File: config.mk
export PLATFORM = sky130hd
export DESIGN_NAME = blink_rate_ctrl
export DESIGN_NICKNAME = d
export VERILOG_FILES = /design/src/rtl/blink_rate_ctrl.sv
export SDC_FILE = /design/constraint.sdc
export NUM_CORES = 1
export LEC_CHECK = 0
export CAP_MARGIN = 20
export CORE_MARGIN = 1.5
export CORE_UTILIZATION = 40
export CTS_BUF_LIST = sky130_fd_sc_hd__clkbuf_8 sky130_fd_sc_hd__clkbuf_16
export DETAILED_ROUTE_END_ITERATION = 6
export PLACE_DENSITY = 0.66
export SETUP_SLACK_MARGIN = 0.05
export SYNTH_ARGS = -nofsm -noshare
export SYNTH_HDL_FRONTEND = slang
export SYNTH_SLANG_ARGS = --single-unit
File: constraint.sdc
create_clock -name clock -period 2.5 [get_ports clock]
set_input_delay 0.25 -clock clock [delete_from_list [all_inputs] [get_ports clock]]
set_output_delay 0.25 -clock clock [all_outputs]
set_load 0.005 [all_outputs]
File: src/rtl/blink_rate_ctrl.sv
// blink_rate_ctrl: LED square-wave generator whose rate is stepped by
// single-cycle pulses from the button debouncer. Each step halves the
// half-period; stepping past the last rate wraps and pulses `wrap`.
// Optional feature macro: BLINK_OFF_EN (adds an OFF state entered on reset
// and on wrap, in which the LED stays dark until the next step).
//
// state    | meaning
// ---------+--------------------------------------------------------------
// ST_OFF   | LED dark, rate 0, counter parked at 0 (BLINK_OFF_EN only)
// ST_BLINK | LED toggles every HP(rate) cycles; step restarts the phase
module blink_rate_ctrl #(
  parameter int BASE_HALF_PERIOD = 25_000_000,
  parameter int NUM_RATES        = 4
) (
  input  logic                         clock,
  input  logic                         reset_n,
  input  logic                         step,
  output logic                         led,
  output logic [$clog2(NUM_RATES)-1:0] rate,
  output logic                         wrap
);

  localparam int RATE_W = $clog2(NUM_RATES);
  localparam int CNT_W  = $clog2(BASE_HALF_PERIOD + 1);

  localparam logic [CNT_W-1:0]  BASE_C    = CNT_W'(BASE_HALF_PERIOD);
  localparam logic [RATE_W-1:0] LAST_RATE = RATE_W'(NUM_RATES - 1);

`ifdef BLINK_OFF_EN
  typedef enum logic [0:0] {
    ST_OFF   = 1'b0,
    ST_BLINK = 1'b1
  } state_t;
  localparam state_t RESET_STATE = ST_OFF;
`else
  typedef enum logic [0:0] {
    ST_BLINK = 1'b0
  } state_t;
  localparam state_t RESET_STATE = ST_BLINK;
`endif

  state_t             r_state;
  logic [CNT_W-1:0]   r_cnt;
  logic               r_led;
  logic [RATE_W-1:0]  r_rate;
  logic               r_wrap;

  state_t             w_state_nxt;
  logic [CNT_W-1:0]   w_cnt_nxt;
  logic               w_led_nxt;
  logic [RATE_W-1:0]  w_rate_nxt;
  logic               w_wrap_nxt;

  logic [CNT_W-1:0]   w_hp;
  logic [CNT_W-1:0]   w_hp_m1;
  logic               w_tc;

  // Terminal count for the current rate: half-period shrinks by 2x per index.
  always_comb begin
    w_hp    = BASE_C >> r_rate;
    w_hp_m1 = w_hp - CNT_W'(1);
    w_tc    = (r_cnt == w_hp_m1);
  end

  // Next-state and next-output logic; step wins over terminal count.
  always_comb begin
    w_state_nxt = r_state;
    w_cnt_nxt   = r_cnt;
    w_led_nxt   = r_led;
    w_rate_nxt  = r_rate;
    w_wrap_nxt  = 1'b0;

    case (r_state)
`ifdef BLINK_OFF_EN
      ST_OFF: begin
        w_cnt_nxt  = '0;
        w_led_nxt  = 1'b0;
        w_rate_nxt = '0;
        if (step) begin
          w_state_nxt = ST_BLINK;
          w_led_nxt   = 1'b1;
        end
      end
`endif
      ST_BLINK: begin
        if (step) begin
          w_cnt_nxt = '0;
          w_led_nxt = 1'b1;
          if (r_rate == LAST_RATE) begin
            w_rate_nxt = '0;
            w_wrap_nxt = 1'b1;
`ifdef BLINK_OFF_EN
            w_state_nxt = ST_OFF;
            w_led_nxt   = 1'b0;
`endif
          end else begin
            w_rate_nxt = r_rate + RATE_W'(1);
          end
        end else if (w_tc) begin
          w_cnt_nxt = '0;
          w_led_nxt = ~r_led;
        end else begin
          w_cnt_nxt = r_cnt + CNT_W'(1);
        end
      end
      default: begin
        w_state_nxt = RESET_STATE;
        w_cnt_nxt   = '0;
        w_led_nxt   = 1'b0;
        w_rate_nxt  = '0;
      end
    endcase
  end

  // State and output registers; reset clears everything without a clock.
  always_ff @(posedge clock or negedge reset_n) begin
    if (!reset_n) begin
      r_state <= RESET_STATE;
      r_cnt   <= '0;
      r_led   <= 1'b0;
      r_rate  <= '0;
      r_wrap  <= 1'b0;
    end else begin
      r_state <= w_state_nxt;
      r_cnt   <= w_cnt_nxt;
      r_led   <= w_led_nxt;
      r_rate  <= w_rate_nxt;
      r_wrap  <= w_wrap_nxt;
    end
  end

  assign led  = r_led;
  assign rate = r_rate;
  assign wrap = r_wrap;

endmodule

=== Yosys cells after proc, flatten, opt, wreduce, memory -nomap -nowiden ===
Index checks and enable logic that the tools add are counted.

* Flip-flop bits (word level): 29
* Latch bits: 0
* Memory bits (writable): 0
* Bits in read-only memories: 0
* Bits of input ports: 3
* Output and inout port bits: 4
* Logic and storage cells: 20
* Memories: 0

* Add/subtract/negate cells: 3
* Multipliers: 0
* Div/mod/pow operators: 0
* Order comparisons: 0
* Equality and inequality tests: 2
* Shift-type cells: 1
* Multiplexer cells: 8
* Bitwise gates (word level): 1
* Reductions and logical operators: 1

{| class="wikitable"
|+ Operators with widths
! cell !! count
|-
| $mux 25 || 2
|-
| $add 25x1->25 const B || 1
|-
| $eq 25x25->1 || 1
|-
| $shr 25x2->25 const A || 1
|-
| $sub 25x1->25 const B || 1
|-
| $mux 1 || 4
|-
| $mux 2 || 2
|-
| $add 2x1->2 const B || 1
|-
| $eq 2x2->1 const B || 1
|-
| $reduce_bool 2->1 || 1
|-
| $not 1->1 || 1
|}

=== Longest topological paths before layout ===
* Depth in word-level cells: 5
* Mapped depth: 10
* Depth with buffers taken out: 9

=== Worst setup path after synthesis ===
OpenSTA, ideal clock, no wires.

* Kind: register to register
* Start point: register r_rate[0], in the netlist rate[0]
* End point: register r_cnt[17]
* Arrival: 2164 ps
* Required time: 2381 ps
* Slack: 217 ps
* Stages on the path, launching flop included: 11
* Cells stage by stage: dfrtp_1 > inv_1 > ha_1 > inv_1 > ha_1 > or3b_2 > a22oi_1 > nand4_1 > o21bai_2 > buf_4 > nor2_1

* Longest elaborated chain between the ends: 5

{| class="wikitable"
|+ RTL lines
! what !! line !! source
|-
| from (decl) || 45 || <nowiki>logic [RATE_W-1:0] r_rate;</nowiki>
|-
| from (signal assigned) || 127 || <nowiki>r_rate <= w_rate_nxt;</nowiki>
|-
| $shr 25x2->25 || 60 || <nowiki>w_hp = BASE_C >> r_rate;</nowiki>
|-
| $sub 25x1->25 || 61 || <nowiki>w_hp_m1 = w_hp - CNT_W'(1);</nowiki>
|-
| $eq 25x25->1 || 62 || <nowiki>w_tc = (r_cnt == w_hp_m1);</nowiki>
|-
| $mux 25 || 99 || <nowiki>end else if (w_tc) begin</nowiki>
|-
| $mux 25 || 86 || <nowiki>if (step) begin</nowiki>
|-
| net w_cnt_nxt[17] || 49 || <nowiki>logic [CNT_W-1:0] w_cnt_nxt;</nowiki>
|-
| to (signal assigned) || 125 || <nowiki>r_cnt <= w_cnt_nxt;</nowiki>
|-
| to (decl) || 43 || <nowiki>logic [CNT_W-1:0] r_cnt;</nowiki>
|}

The timed path passes the listed nets, and every way through them passes these cells.
A chain may end at the register's enable or synchronous reset.

=== Worst setup path after layout ===
* Start point: register r_rate[1], in the netlist rate[1]
* End point: register r_led, in the netlist led

* Longest elaborated chain between the ends: 4

{| class="wikitable"
|+ RTL lines
! what !! line !! source
|-
| $shr 25x2->25 || 60 ||
|-
| $sub 25x1->25 || 61 ||
|-
| $eq 25x25->1 || 62 ||
|-
| $reduce_bool 2->1 (no source line) || -- ||
|-
| to (signal assigned) || 126 || <nowiki>r_led <= w_led_nxt;</nowiki>
|-
| to (decl) || 44 || <nowiki>logic r_led;</nowiki>
|}

No other way between the ends.

==> flow_summary.json <==
{
  "antenna_found_initial": 0,
  "synth_mux_area_share_pct": 0,
  "synth_common_cells": "dfrtp_1 (29), nor2_1 (27), xnor2_1 (20)",
  "rsz0062_at_grt": "false",
  "yosysTopAreaCellShare_pct": 42.8,
  "routed_wl_um": 3450,
  "worstSetupEndpointType": "register",
  "drt_pre_antenna_iters": 4,
  "yosysWarnings": 0,
  "drt-initial-drc-count": 47,
  "antennaDiodeCount": 0,
  "tightest_slew_ns": 0.557,
  "grt_pass1_vias": 1255,
  "fp-row-count": 23,
  "overflow": 0,
  "tritoncts": "yes",
  "syn_nets": 193,
  "vdd_drop_max_v": 0.000528,
  "synthAdderAreaFrac_pct": 6.64,
  "async_reset_ff_share_pct": 100,
  "outcome": "finished, final reports clean",
  "synthCells": 181,
  "io_buffer_count": 6,
  "finalMaxSlewViolations": 0,
  "drcViolationCount": 0,
  "netlist_area_um2": 1700,
  "start_util_pct": 42.1,
  "clockBufferDepth": 2,
  "netlist_top_cells_area": "dfrtp_1 (43%), xnor2_1 (10%), ha_1 (6.6%)",
  "grt_pass1_wl_um": 6070,
  "boundaryPins": 7,
  "yosysTopAreaCell": "dfrtp_1",
  "hp-class": "primary input to asynchronous set/reset pin",
  "numCtsBuffers": 5,
  "dieArea_um2": 4640,
  "layout_worst_path_cycle_share_pct": 91.2,
  "synth-simple-area-share_pct": 27.5,
  "area_growth_pct": 13.2,
  "synth_top_family_by_area": "simple AND/OR/NAND/NOR gates",
  "synth_seq_cells": 29,
  "root_buffer": "clkbuf_8",
  "final.min_clock_period_ns": 2.28,
  "setup_viol": 0,
  "tns_ns": 0,
  "synth_edf_count": 0,
  "synthXorXnorAreaFrac_pct": 15.0,
  "worstPathRequired_ns": 2.67,
  "p_leak_nw": 0.763,
  "hold_viol": 0,
  "rrSetupSlack_ns": 0.22,
  "cts_hold_buf": 0,
  "synth_area_per_cell_um2": 9.37,
  "avgRoutedWirePerCell_um": 14.3,
  "vias": 1269,
  "yosysMostFrequentCell": "dfrtp_1",
  "ant_nets": 0,
  "ys_seq_area_share_pct": 42.8,
  "cts_sinks": 29,
  "synth_cell_types": 31,
  "finish.utilization_pct": 47.6,
  "start_kind": "register",
  "power.density_nw_per_um2": 658,
  "synth-compound-area-share_pct": 3.69,
  "grtUsageTotal_pct": 18.1,
  "timing.fmax_ghz": 0.438,
  "core_um2": 4030,
  "cts_max_level": 2,
  "max-cap-violations": 0,
  "drive_above_1_share_pct": 11.5,
  "num-fill-cells": 402,
  "grt_max_degree": 30,
  "clk_latency_ns": 0.29,
  "ys.flop_type": "dfrtp_1",
  "die_y_um": 68.1,
  "gp_congestion": 0.847,
  "arrival_ns": 2.45,
  "via_per_inst": 5.27,
  "die_w_um": 68.1,
  "clkTransAtPathRegs_ns": 0.07,
  "fin_skew_ns": 0.00598,
  "worst-path-max-fanout": 7,
  "post-dp-hpwl_um": 2370,
  "path_class": "register to register",
  "finalNetCount": 202,
  "relSlewSlack_pct": 62.8
}
-- flip-flops by register name, summed over array words and instances (netlist names) --
| register | cells |
|---|---|
| r_cnt | 25 |
| wrap | 1 |
| led | 1 |
| rate | 2 |
-- placed cells by master, fill, tap and decap left out, types with 2 or more instances in the layout --
cell              n
nor2_1           27
nand3b_1          3
nor4_1            9
xor2_1            9
or3b_2            4
clkbuf_8          5
and3_1            3
ha_1              8
xnor2_1          20
clkdlybuf4s50_1   6
and4_1            2
nand2_1           9
dfrtp_1          28
clkinv_2          2
buf_4             4
nor3_1            6
nand3_1          11
or3_1             2
o21ai_0           3
inv_1             7
nand4_1           6
or3b_1            2
-- worst max-delay path, stage by stage, from the launching register on --
cell and delay (ns):
dfrtp_2 0.45, inv_1 0.13, ha_2 0.23, or3b_1 0.35
a222oi_1 0.31, nand4_1 0.20, o21ai_1 0.15, or3b_1 0.35
-- metal layers --
metal / vias to the layer above / GRT usage (%) / routed length, um
li1: 639 / - / -
met1: 611 / 24.5 / 1680
met2: 13 / 27.5 / 1600
met3: 6 / 4.44 / 101
met4: 0 / 7.50 / 65
met5: - / 0 / 0
-- layout make-up --
class,count,area (um^2),share of cell area [%]
Inverter,8,30.0,1.56
Timing Repair Buffer,11,110,5.74
Tap cell,50,62.6,3.26
Multi-Input combinational cell,135,903,47.1
Sequential cell,29,727,37.9
Clock buffer,5,68.8,3.59
Clock inverter,3,17.5,0.913
-- cell families (layout without fill, tap and decap cells) --
group,after synthesis,in the layout
AND/OR/NAND/NOR,88,88
XOR/XNOR,29,29
flip-flops,29,29
buffers and inverters,17,27
adder cells (fa/ha/maj),9,9
AO/OA/AOI/OAI,9,9
-- path summary, 6_finish.rpt --
path / start / endpoint / cells past startpoint
max in group asynchronous: reset_n / rate[1] / 2
hold reg to reg: r_cnt[0] / r_cnt[0] / 1
min in group clock: r_cnt[0] / r_cnt[0] / 1
setup / recovery: rate[1] / led / 7
setup reg to reg: rate[1] / led / 7
hold / removal: reset_n / r_cnt[0] / 2
-- power breakdown --
part | total (mW) | switching [mW] | internal (mW)
combinational | 0.360 | 0.171 | 0.189
sequential | 0.520 | 0.0279 | 0.492
clock | 0.384 | 0.192 | 0.192
total | 1.26 | 0.391 | 0.872
-- timing repair --
item / 4_1_cts / 5_1_grt
gates resized for setup: 0 / 4
setup buffers: 0 / 0
setup endpoints to repair: 0 / 1
-- through the flow --
stage	area [um^2]	std cells	worst slack [ns]	power (mW)	hold slack, ns
5_1_grt	1920	241	0.0548	1.33	0.382
2_1_floorplan	1700	181	0.217	0.754	-0.0456
4_1_cts	1910	241	0.169	1.26	0.353
3_3_place_gp	1820	233	0.213	0.876	0.450
6_report	1920	241	0.219	1.26	0.343
3_5_place_dp	1820	233	0.174	0.877	0.453
Note: power is estimated with default switching activity, not from simulation.
